==> src/rtl/spi_frame_decoder_if.sv <==
// Link between the SPI slave shifter and the frame decoder.
// The shifter (master modport) drives chip select and the received word;
// the decoder (slave modport) returns the response word for the next frame.
interface spi_frame_decoder_if;
    logic        cs;
    logic [15:0] rx_word;
    logic [15:0] tx_word;

    modport master (output cs, output rx_word, input tx_word);
    modport slave  (input cs, input rx_word, output tx_word);
endinterface

==> src/rtl/spi_frame_decoder.sv <==
// spi_frame_decoder: consumes completed SPI frames, executes a register read
// or write against a local register file and loads the response word that
// the shifter returns during the following frame.
//
// Optional build macro SPI_FRAME_PARITY_EN: bit 14 of each frame is an even
// parity bit, the address shrinks to bits 13:8 and err_par_o is added.
//
// state   | meaning
// --------+----------------------------------------------------------
// IDLE    | waiting for cs to fall (start of a frame)
// ACTIVE  | frame in progress, waiting for cs to rise
// CAPTURE | latch rx_word into the command register
// EXEC    | address/parity check, commit write, build response
// RESPOND | load tx_word, count the frame
module spi_frame_decoder #(
    parameter int ADDR_W      = 4,
    parameter int SYNC_STAGES = 2
) (
    input  logic                  clk_i,
    input  logic                  rst_i,
    spi_frame_decoder_if.slave    spi,
    output logic                  wr_strobe_o,
    output logic [ADDR_W-1:0]     wr_addr_o,
    output logic [7:0]            wr_data_o,
    input  logic [ADDR_W-1:0]     app_addr_i,
    output logic [7:0]            app_rdata_o,
    output logic [15:0]           frame_cnt_o,
    output logic                  err_addr_o,
    output logic                  err_ovr_o,
`ifdef SPI_FRAME_PARITY_EN
    output logic                  err_par_o,
`endif
    input  logic                  err_clr_i
);

    localparam int          NREGS   = 1 << ADDR_W;
    localparam logic [31:0] NREGS_U = 32'(NREGS);

    typedef enum logic [2:0] {IDLE, ACTIVE, CAPTURE, EXEC, RESPOND} state_t;

    state_t                 state_q, state_d;
    logic [SYNC_STAGES-1:0] cs_sync_q;
    logic [SYNC_STAGES-1:0] vld_q;
    logic                   cs_s, cs_s_d_q, armed_q;
    logic                   rise, fall;

    logic [15:0]            cmd_q;
    logic [15:0]            resp_q, resp_d;
    logic [15:0]            tx_q;
    logic [15:0]            frame_cnt_q;
    logic [ADDR_W-1:0]      wr_addr_q;
    logic [7:0]             wr_data_q;
    logic                   err_addr_q, err_ovr_q;
    logic [7:0]             regs_q [NREGS];

    logic                   cmd_ld, exec_go, resp_ld, ovr_set;
    logic                   is_wr, addr_ok, par_ok;
    logic [6:0]             addr_field;
    logic [ADDR_W-1:0]      idx;
    logic                   wr_commit, addr_err_set;
    logic [15:0]            resp_raw;

    assign cs_s = cs_sync_q[SYNC_STAGES-1];
    assign rise = cs_s & ~cs_s_d_q;
    // Falls are only trusted once cs has been seen high after reset, so a
    // frame that was already under way when reset hit is never executed.
    assign fall = ~cs_s & cs_s_d_q & armed_q;

    // cs synchroniser, edge-detect delay and post-reset arming
    always_ff @(posedge clk_i) begin
        if (rst_i) begin
            cs_sync_q <= '1;
            vld_q     <= '0;
            cs_s_d_q  <= 1'b1;
            armed_q   <= 1'b0;
        end else begin
            cs_sync_q <= {cs_sync_q[SYNC_STAGES-2:0], spi.cs};
            vld_q     <= {vld_q[SYNC_STAGES-2:0], 1'b1};
            cs_s_d_q  <= cs_s;
            armed_q   <= armed_q | (vld_q[SYNC_STAGES-1] & cs_s);
        end
    end

    // FSM state register
    always_ff @(posedge clk_i) begin
        if (rst_i) state_q <= IDLE;
        else       state_q <= state_d;
    end

    // FSM next-state and control strobes
    always_comb begin
        state_d = state_q;
        cmd_ld  = 1'b0;
        exec_go = 1'b0;
        resp_ld = 1'b0;
        ovr_set = 1'b0;
        case (state_q)
            IDLE:    if (fall) state_d = ACTIVE;
            ACTIVE:  if (rise) state_d = CAPTURE;
            CAPTURE: begin
                if (fall) begin ovr_set = 1'b1; state_d = ACTIVE; end
                else      begin cmd_ld  = 1'b1; state_d = EXEC;   end
            end
            EXEC: begin
                if (fall) begin ovr_set = 1'b1; state_d = ACTIVE;  end
                else      begin exec_go = 1'b1; state_d = RESPOND; end
            end
            RESPOND: begin
                if (fall) begin ovr_set = 1'b1; state_d = ACTIVE; end
                else      begin resp_ld = 1'b1; state_d = IDLE;   end
            end
            default: state_d = IDLE;
        endcase
    end

    // Command decode and response formation
    always_comb begin
        is_wr = cmd_q[15];
`ifdef SPI_FRAME_PARITY_EN
        addr_field = {1'b0, cmd_q[13:8]};
        par_ok     = ~^cmd_q;
`else
        addr_field = cmd_q[14:8];
        par_ok     = 1'b1;
`endif
        addr_ok  = ({25'd0, addr_field} < NREGS_U);
        idx      = addr_field[ADDR_W-1:0];
        resp_raw = is_wr ? {1'b0, addr_field, cmd_q[7:0]}
                         : {1'b1, addr_field, regs_q[idx]};
`ifdef SPI_FRAME_PARITY_EN
        resp_raw[14] = ^{resp_raw[15], resp_raw[13:0]};
`endif
        if (!par_ok)       resp_d = 16'hFE00;
        else if (!addr_ok) resp_d = 16'hFF00;
        else               resp_d = resp_raw;
        wr_commit    = exec_go & is_wr & addr_ok & par_ok;
        addr_err_set = exec_go & ~addr_ok & par_ok;
    end

    // Command/response/output registers and sticky error flags
    always_ff @(posedge clk_i) begin
        if (rst_i) begin
            cmd_q       <= '0;
            resp_q      <= '0;
            tx_q        <= '0;
            frame_cnt_q <= '0;
            wr_addr_q   <= '0;
            wr_data_q   <= '0;
            err_addr_q  <= 1'b0;
            err_ovr_q   <= 1'b0;
        end else begin
            if (cmd_ld)  cmd_q  <= spi.rx_word;
            if (exec_go) resp_q <= resp_d;
            if (resp_ld) begin
                tx_q        <= resp_q;
                frame_cnt_q <= frame_cnt_q + 16'd1;
            end
            if (wr_commit) begin
                wr_addr_q <= idx;
                wr_data_q <= cmd_q[7:0];
            end
            err_addr_q <= addr_err_set ? 1'b1 : (err_clr_i ? 1'b0 : err_addr_q);
            err_ovr_q  <= ovr_set      ? 1'b1 : (err_clr_i ? 1'b0 : err_ovr_q);
        end
    end

`ifdef SPI_FRAME_PARITY_EN
    logic err_par_q;

    // Sticky parity error, set wins over clear
    always_ff @(posedge clk_i) begin
        if (rst_i) err_par_q <= 1'b0;
        else       err_par_q <= (exec_go & ~par_ok) ? 1'b1
                                : (err_clr_i ? 1'b0 : err_par_q);
    end

    assign err_par_o = err_par_q;
`endif

    // Register file, written only by a committed write
    always_ff @(posedge clk_i) begin
        if (rst_i) begin
            for (int i = 0; i < NREGS; i++) regs_q[i] <= '0;
        end else if (wr_commit) begin
            regs_q[idx] <= cmd_q[7:0];
        end
    end

    // During the strobe cycle the write port shows the new access; it then
    // holds that access until the next write.
    assign wr_strobe_o = wr_commit;
    assign wr_addr_o   = wr_commit ? idx        : wr_addr_q;
    assign wr_data_o   = wr_commit ? cmd_q[7:0] : wr_data_q;
    assign app_rdata_o = regs_q[app_addr_i];
    assign frame_cnt_o = frame_cnt_q;
    assign err_addr_o  = err_addr_q;
    assign err_ovr_o   = err_ovr_q;
    assign spi.tx_word = tx_q;

endmodule
==> src/flat_wrapper.sv <==
// flat-port wrapper written by rule: the top's interface ports become plain ports
module spi_frame_decoder_flat 
#(
    parameter int ADDR_W      = 4,
    parameter int SYNC_STAGES = 2
)
  (clk_i, rst_i, wr_strobe_o, wr_addr_o, wr_data_o, app_addr_i, app_rdata_o, frame_cnt_o, err_addr_o, err_ovr_o, err_clr_i, spi_cs, spi_rx_word, spi_tx_word);
  spi_frame_decoder_if spi_i ();
  input  logic clk_i;
  input  logic rst_i;
  output logic wr_strobe_o;
  output logic [ADDR_W-1:0] wr_addr_o;
  output logic [7:0] wr_data_o;
  input  logic [ADDR_W-1:0] app_addr_i;
  output logic [7:0] app_rdata_o;
  output logic [15:0] frame_cnt_o;
  output logic err_addr_o;
  output logic err_ovr_o;
  input  logic err_clr_i;
  input wire logic [$bits(spi_i.cs)-1:0] spi_cs;
  input wire logic [$bits(spi_i.rx_word)-1:0] spi_rx_word;
  output wire logic [$bits(spi_i.tx_word)-1:0] spi_tx_word;
  assign spi_i.cs = spi_cs;
  assign spi_i.rx_word = spi_rx_word;
  assign spi_tx_word = spi_i.tx_word;
  spi_frame_decoder #(.ADDR_W(ADDR_W), .SYNC_STAGES(SYNC_STAGES)) u_core (.clk_i(clk_i), .rst_i(rst_i), .spi(spi_i), .wr_strobe_o(wr_strobe_o), .wr_addr_o(wr_addr_o), .wr_data_o(wr_data_o), .app_addr_i(app_addr_i), .app_rdata_o(app_rdata_o), .frame_cnt_o(frame_cnt_o), .err_addr_o(err_addr_o), .err_ovr_o(err_ovr_o), .err_clr_i(err_clr_i));
endmodule
==> config.mk <==
export PLATFORM = sky130hd
export DESIGN_NAME = spi_frame_decoder_flat
export DESIGN_NICKNAME = d
export VERILOG_FILES = /design/src/rtl/spi_frame_decoder_if.sv /design/src/rtl/spi_frame_decoder.sv /design/src/flat_wrapper.sv
export SDC_FILE = /design/constraint.sdc
export NUM_CORES = 1
export LEC_CHECK = 0
export BUFFER_PORTS_ARGS = -buffer_cell sky130_fd_sc_hd__buf_2
export CAP_MARGIN = 40
export CORE_ASPECT_RATIO = 0.5
export CORE_MARGIN = 2
export CORE_UTILIZATION = 65
export CTS_CLUSTER_DIAMETER = 30
export DETAILED_ROUTE_END_ITERATION = 8
export GPL_ROUTABILITY_DRIVEN = 0
export PLACE_DENSITY = 0.95
export SYNTH_ARGS = -nofsm -noshare
export SYNTH_HDL_FRONTEND = slang
export SYNTH_SLANG_ARGS = --single-unit
==> constraint.sdc <==
create_clock -name clk_i -period 6 [get_ports clk_i]
set_clock_uncertainty 0.1 [all_clocks]
set_input_delay 0.6 -clock clk_i [delete_from_list [all_inputs] [get_ports clk_i]]
set_output_delay 0.6 -clock clk_i [all_outputs]
set_load 0.1 [all_outputs]
# --- Yosys cells after proc, flatten, opt, wreduce, memory -nomap -nowiden ---
# Memories as Yosys holds them, arrays and structs flattened. A register that Yosys moved wholly into a read port is not among the register bits.
# Cells that the tools add are included.
# Widths: inputs -> output; s select.
totals:
  inputBits: 24
  ram_bits: 128
  mem_bits_ro: 0
  word_cells: 70
  out_inout_bits: 55
  latchBits: 0
  register_bits: 87
  mem_count: 1
classes:
  mul: 0
  muxes: 30
  n_addsub: 1
  eq_ne: 6
  bitwise: 11
  n_reduce_logical: 6
  n_div: 0
  n_lt_le_gt_ge: 1
  shifts: 0
mem_list:
  columns: ["name", "words", "word_bits", "rd", "rd_ports_with_merged_regs", "wr", "line", "rtl"]
  rows:
  - ["u_core.regs_q", 16, 8, 2, 1, 16, "spi_frame_decoder.sv:54", "logic [7:0] regs_q [NREGS];"]
op_table:
  columns: ["op", "count"]
  rows:
  - ["$mux 16", 2]
  - ["$mux 1", 17]
  - ["$add 16x1->16 const B", 1]
  - ["$mux 4", 4]
  - ["$mux 8", 2]
  - ["$pmux 3 s5", 1]
  - ["$mux 3", 3]
  - ["$reduce_or 8->1", 1]
  - ["$and 1x1->1", 7]
  - ["$lt 7x5->1 const B", 1]
  - ["$eq 3x2->1 const B", 2]
  - ["$ne 2x1->1 const B", 2]
  - ["$reduce_bool 2->1", 2]
  - ["$eq 3x1->1 const B", 1]
  - ["$eq 3x3->1 const B", 1]
  - ["$logic_not 3->1", 1]
  - ["$not 1->1", 3]
  - ["$reduce_or 3->1", 1]
  - ["$mux 2", 1]
  - ["$reduce_and 2->1", 1]
  - ["$or 1x1->1", 1]

# --- Longest topological paths before layout ---
logic_depth:
  depth_word: 12
  ltp_mapped: 7
  mapped_depth_nobuf: 5

# --- Least setup slack after synthesis ---
# OpenSTA, ideal clock, no wires.
synth_path:
  path_kind: "in2out"
  startpoint: "input port app_addr_i[0]"
  endpoint: "output port app_rdata_o[0]"
  arrival_time_ps: 2389
  required_ps: 5300
  setup_slack_ps: 2911
  path_stages: 4
  cell_sequence: "clkbuf_1 buf_2 mux4_2 mux4_2"
synth_between:
  elab_chain_cells: 1
synth_rtl:
  columns: ["element", "line", "rtl"]
  rows:
  - ["from (decl)", "flat_wrapper.sv:14", "input logic [ADDR_W-1:0] app_addr_i;"]
  - ["$mem_v2 16x8", null, null]
  - ["to (decl)", "flat_wrapper.sv:15", "output logic [7:0] app_rdata_o;"]
# Every way passes these cells.

# --- Final worst setup path ---
layout_path:
  startpoint: "register u_core.state_q[0]"
  endpoint: "output port wr_addr_o[2]"
layout_between:
  elab_chain_cells: 5
layout_rtl:
  columns: ["element", "line", "rtl"]
  rows:
  - ["from (decl)", "spi_frame_decoder.sv:41", "state_t state_q, state_d;"]
  - ["from (signal assigned)", "spi_frame_decoder.sv:87", "else state_q <= state_d;"]
  - ["$eq 3x2->1", "spi_frame_decoder.sv:97", "case (state_q)"]
  - ["$mux 1", "spi_frame_decoder.sv:97", null]
  - ["$and 1x1->1 (2 in series)", "spi_frame_decoder.sv:136", "wr_commit = exec_go & is_wr & addr_ok & par_ok;"]
  - ["$mux 4", "spi_frame_decoder.sv:192", "assign wr_addr_o = wr_commit ? idx : wr_addr_q;"]
  - ["to (decl)", "flat_wrapper.sv:12", "output logic [ADDR_W-1:0] wr_addr_o;"]
# Every way passes these cells.

==> results.toml <==
[timing]
fmaxAchievable_ghz = 0.279
final_max_slew_viol_count = 0
relSlewSlack = 0.385
layout_setup_ws_ns = 2.42
setup_tns_ns = 0
fin_crit_ns = 3.58
fin_crit_sh = 0.597
rsz0062_at_grt = "no"
tightest_slew_ns = 0.913
hold_viol_final = 0
setup_viol = 0

[synth]
synth_cells = 852
ys_ff_latch = 219
synth-edff-count = 128
yosysTopAreaCell = "edfxtp_1"
netlist_area_um2 = 10100
yosysUniqueCellTypes = 45
yosys.area.top_type_share = 0.379
synth_area_per_cell_um2 = 11.9
seq_area_frac_synth = 0.559
async_reset_ff_frac = 0
syn-num-nets = 877
ys_warn_count = 0
ys_top_cells_by_area = "edfxtp_1 (38%), dfxtp_1 (18%), mux4_2 (16%)"
synthFlopType = "edfxtp_1"

[global_routing]
grt_pass1_wl_mm = 44.0
met2_usage = 0.556
grt_max_degree = 85
grt_pass1_vias = 7849
grt_usage = 0.354
antenna_found_initial = 1
grt_overflow = 0
top_usage_layer = "met2"
grtUsageMet1 = 0.446
use_met3 = 0.103

[run]
cap_violations = 0

[drt]
totalWireLength_mm = 28.9
drc = 0
vias_per_cell = 6.86
ant_nets = 0
wl_per_cell_um = 25.2
initialDrtViolationCount = 1127
first_pass_iters = 5
vias = 7868

[clock_tree]
cts_sinks = 219
clock_latency_ns = 0.53
cts_hold_buffers = 0
cts_buffers = 27
cts_max_path_buffers = 3
cts_resized = 0
cts_setup_buffers = 0
root_buffer = "clkbuf_16"
cts_tree = "done"
path_clk_slew_ns = 0.06
htreeDepth = 1

[worst_hold_path]
hold_path_end = "u_core.cs_sync_q[0]$_SDFF_PP1_"
hold_path_depth = 2
hold_path.startpoint = "spi_cs"
hold_class = "in2reg"

[critical_path]
regToRegSetupSlack_ns = 2.45
critPathKind = "reg2out"
crit_path_max_fanout = 14
cp_data_required_time_ns = 5.30
critPathLaunchType = "register"
slowest_stage = "dfxtp_1"
crit_chain = "and3b_1 -> nand3_1 -> mux2_2 -> buf_2"
r2r_end = "u_core.regs_q[4][0]$_SDFFCE_PN0P_"
rr_worst_depth = 6
cpPeakStageDelay_ns = 0.54
cp-end-kind = "primary output"
rr_startpoint = "u_core.state_q[0]$_SDFFE_PP0P_"
crit_arrival_ns = 2.88

[pwr]
power.density_nw_per_um2 = 300
report.power.total_uw = 3500
vdd_drop_max_mv = 0.279
p_leak_uw = 0.00409

[final_layout]
fin_util = 0.761
final_common_cell = "nor2_1"
fillers = 914
area_growth_pct = 15.1
nets = 947
register_area_um2 = 5670
layout.cells.non_filler = 1147
multi_input_area_um2 = 4180
drive_gt1_frac = 0.261
final_cell_mix = "nor2_1 (167), edfxtp_1 (128), nand2_1 (90), dfxtp_1 (90), buf_2 (78)"

[placed_design]
hpwl_mm = 18.9
post-place-ws_ns = 2.63
io_buffers = 78
place_inst = 1097

[floorplanning]
die_x_um = 181
num_io_pins = 79
die_area_um2 = 16700
floorplan.initialDensity = 0.661
placementRows = 32
die_h_um = 92.3
core_area_um2 = 15300

[outcome]
status = "finished, final reports clean"
==> Yosys cell counts (3+ instances only) <==
cell type / instances
mux2_2: 9
dfxtp_1: 91
nor2b_1: 17
edfxtp_1: 128
inv_1: 6
nand3_1: 7
xnor2_1: 4
nor2_1: 167
and2_1: 12
buf_1: 6
nor3_2: 3
or4_1: 7
o221ai_1: 7
mux2i_1: 24
nand2_1: 90
mux4_2: 72
nor4_1: 6
or3_1: 3
or2_2: 5
buf_2: 12
nor3_1: 3
a21o_1: 8
o31ai_1: 7
nand3b_1: 3
nand2b_1: 4
nand4_1: 11
o21a_1: 3
a21oi_1: 39
clkbuf_1: 46
o21ai_0: 35
==> flip-flops by register name (all words and copies together) (netlist names), named ones only <==
| register | flops |
|---|---|
| u_core.vld_q | 2 |
| u_core.spi.tx_word | 16 |
| u_core.cs_s_d_q | 1 |
| u_core.wr_addr_q | 4 |
| u_core.frame_cnt_o | 16 |
| u_core.err_ovr_o | 1 |
| u_core.cmd_q | 16 |
| u_core.regs_q | 128 |
| u_core.state_q | 3 |
| u_core.cs_sync_q | 2 |
| u_core.armed_q | 1 |
| u_core.wr_data_q | 8 |
| u_core.err_addr_o | 1 |
| u_core.resp_q | 16 |
==> cell type report <==
class / count / share of cell area
clock buffer: 27 / 0.0579
inverter: 6 / 0.00193
clock inverter: 22 / 0.0198
sequential: 219 / 0.485
timing repair buffer: 107 / 0.0544
tap: 204 / 0.0219
antenna: 1 / 0.000214
multi-input combinational: 561 / 0.358
==> cell families after synthesis <==
kind of cell,after synthesis,synth area share
multiplexers,105,0.194
XOR/XNOR,4,0.00345
adder cells (fa/ha/maj),1,0.00123
AND/OR/NAND/NOR,348,0.155
buffers and inverters,72,0.0292
AO/OA/AOI/OAI,103,0.0591
flip-flops,219,0.559
==> worst max-delay path, delay by kind of cell, from the launching register on <==
family / cells / cell delay, ns
flip-flops: 1 / 0.54
buffers and inverters: 1 / 0.42
AND/OR/NAND/NOR: 2 / 0.98
multiplexers: 1 / 0.40
==> how the worst max path moves through the flow <==
stage / start / end / slack [ns] / cells after the start
6_report: u_core.state_q[0]$_SDFFE_PP0P_ / wr_addr_o[2] / 2.42 / 4
5_1_grt: u_core.state_q[0]$_SDFFE_PP0P_ / u_core.regs_q[4][0]$_SDFFCE_PN0P_ / 2.25 / 6
4_1_cts: u_core.state_q[0]$_SDFFE_PP0P_ / wr_addr_o[2] / 2.43 / 4
3_5_place_dp: u_core.state_q[0]$_SDFFE_PP0P_ / u_core.regs_q[4][0]$_SDFFCE_PN0P_ / 2.63 / 6
3_3_place_gp: app_addr_i[0] / app_rdata_o[1] / 2.43 / 4
2_1_floorplan: app_addr_i[0] / app_rdata_o[0] / 2.91 / 4
==> routing by layer <==
layer,vias up,wire [um],share of wire
li1,3274,-,-
met1,3730,9930,0.34
met2,702,13100,0.45
met3,160,4000,0.14
met4,2,1850,0.064
met5,-,76,0.0026
==> stage by stage <==
| step | area (um^2) | hold slack [ns] |
|---|---|---|
| 2_1_floorplan | 10100 | 0.289 |
| 3_3_place_gp | 10600 | 0.301 |
| 3_5_place_dp | 10800 | 0.305 |
| 4_1_cts | 11700 | 0.167 |
| 5_1_grt | 11700 | 0.170 |
| 6_report | 11700 | 0.183 |
==> power breakdown <==
part / internal (uW) / total, uW / switching [uW]
clock network: 943 / 1650 / 709
logic: 71.6 / 206 / 134
registers: 1620 / 1640 / 21.0
Power figures use the tool's default switching activity.
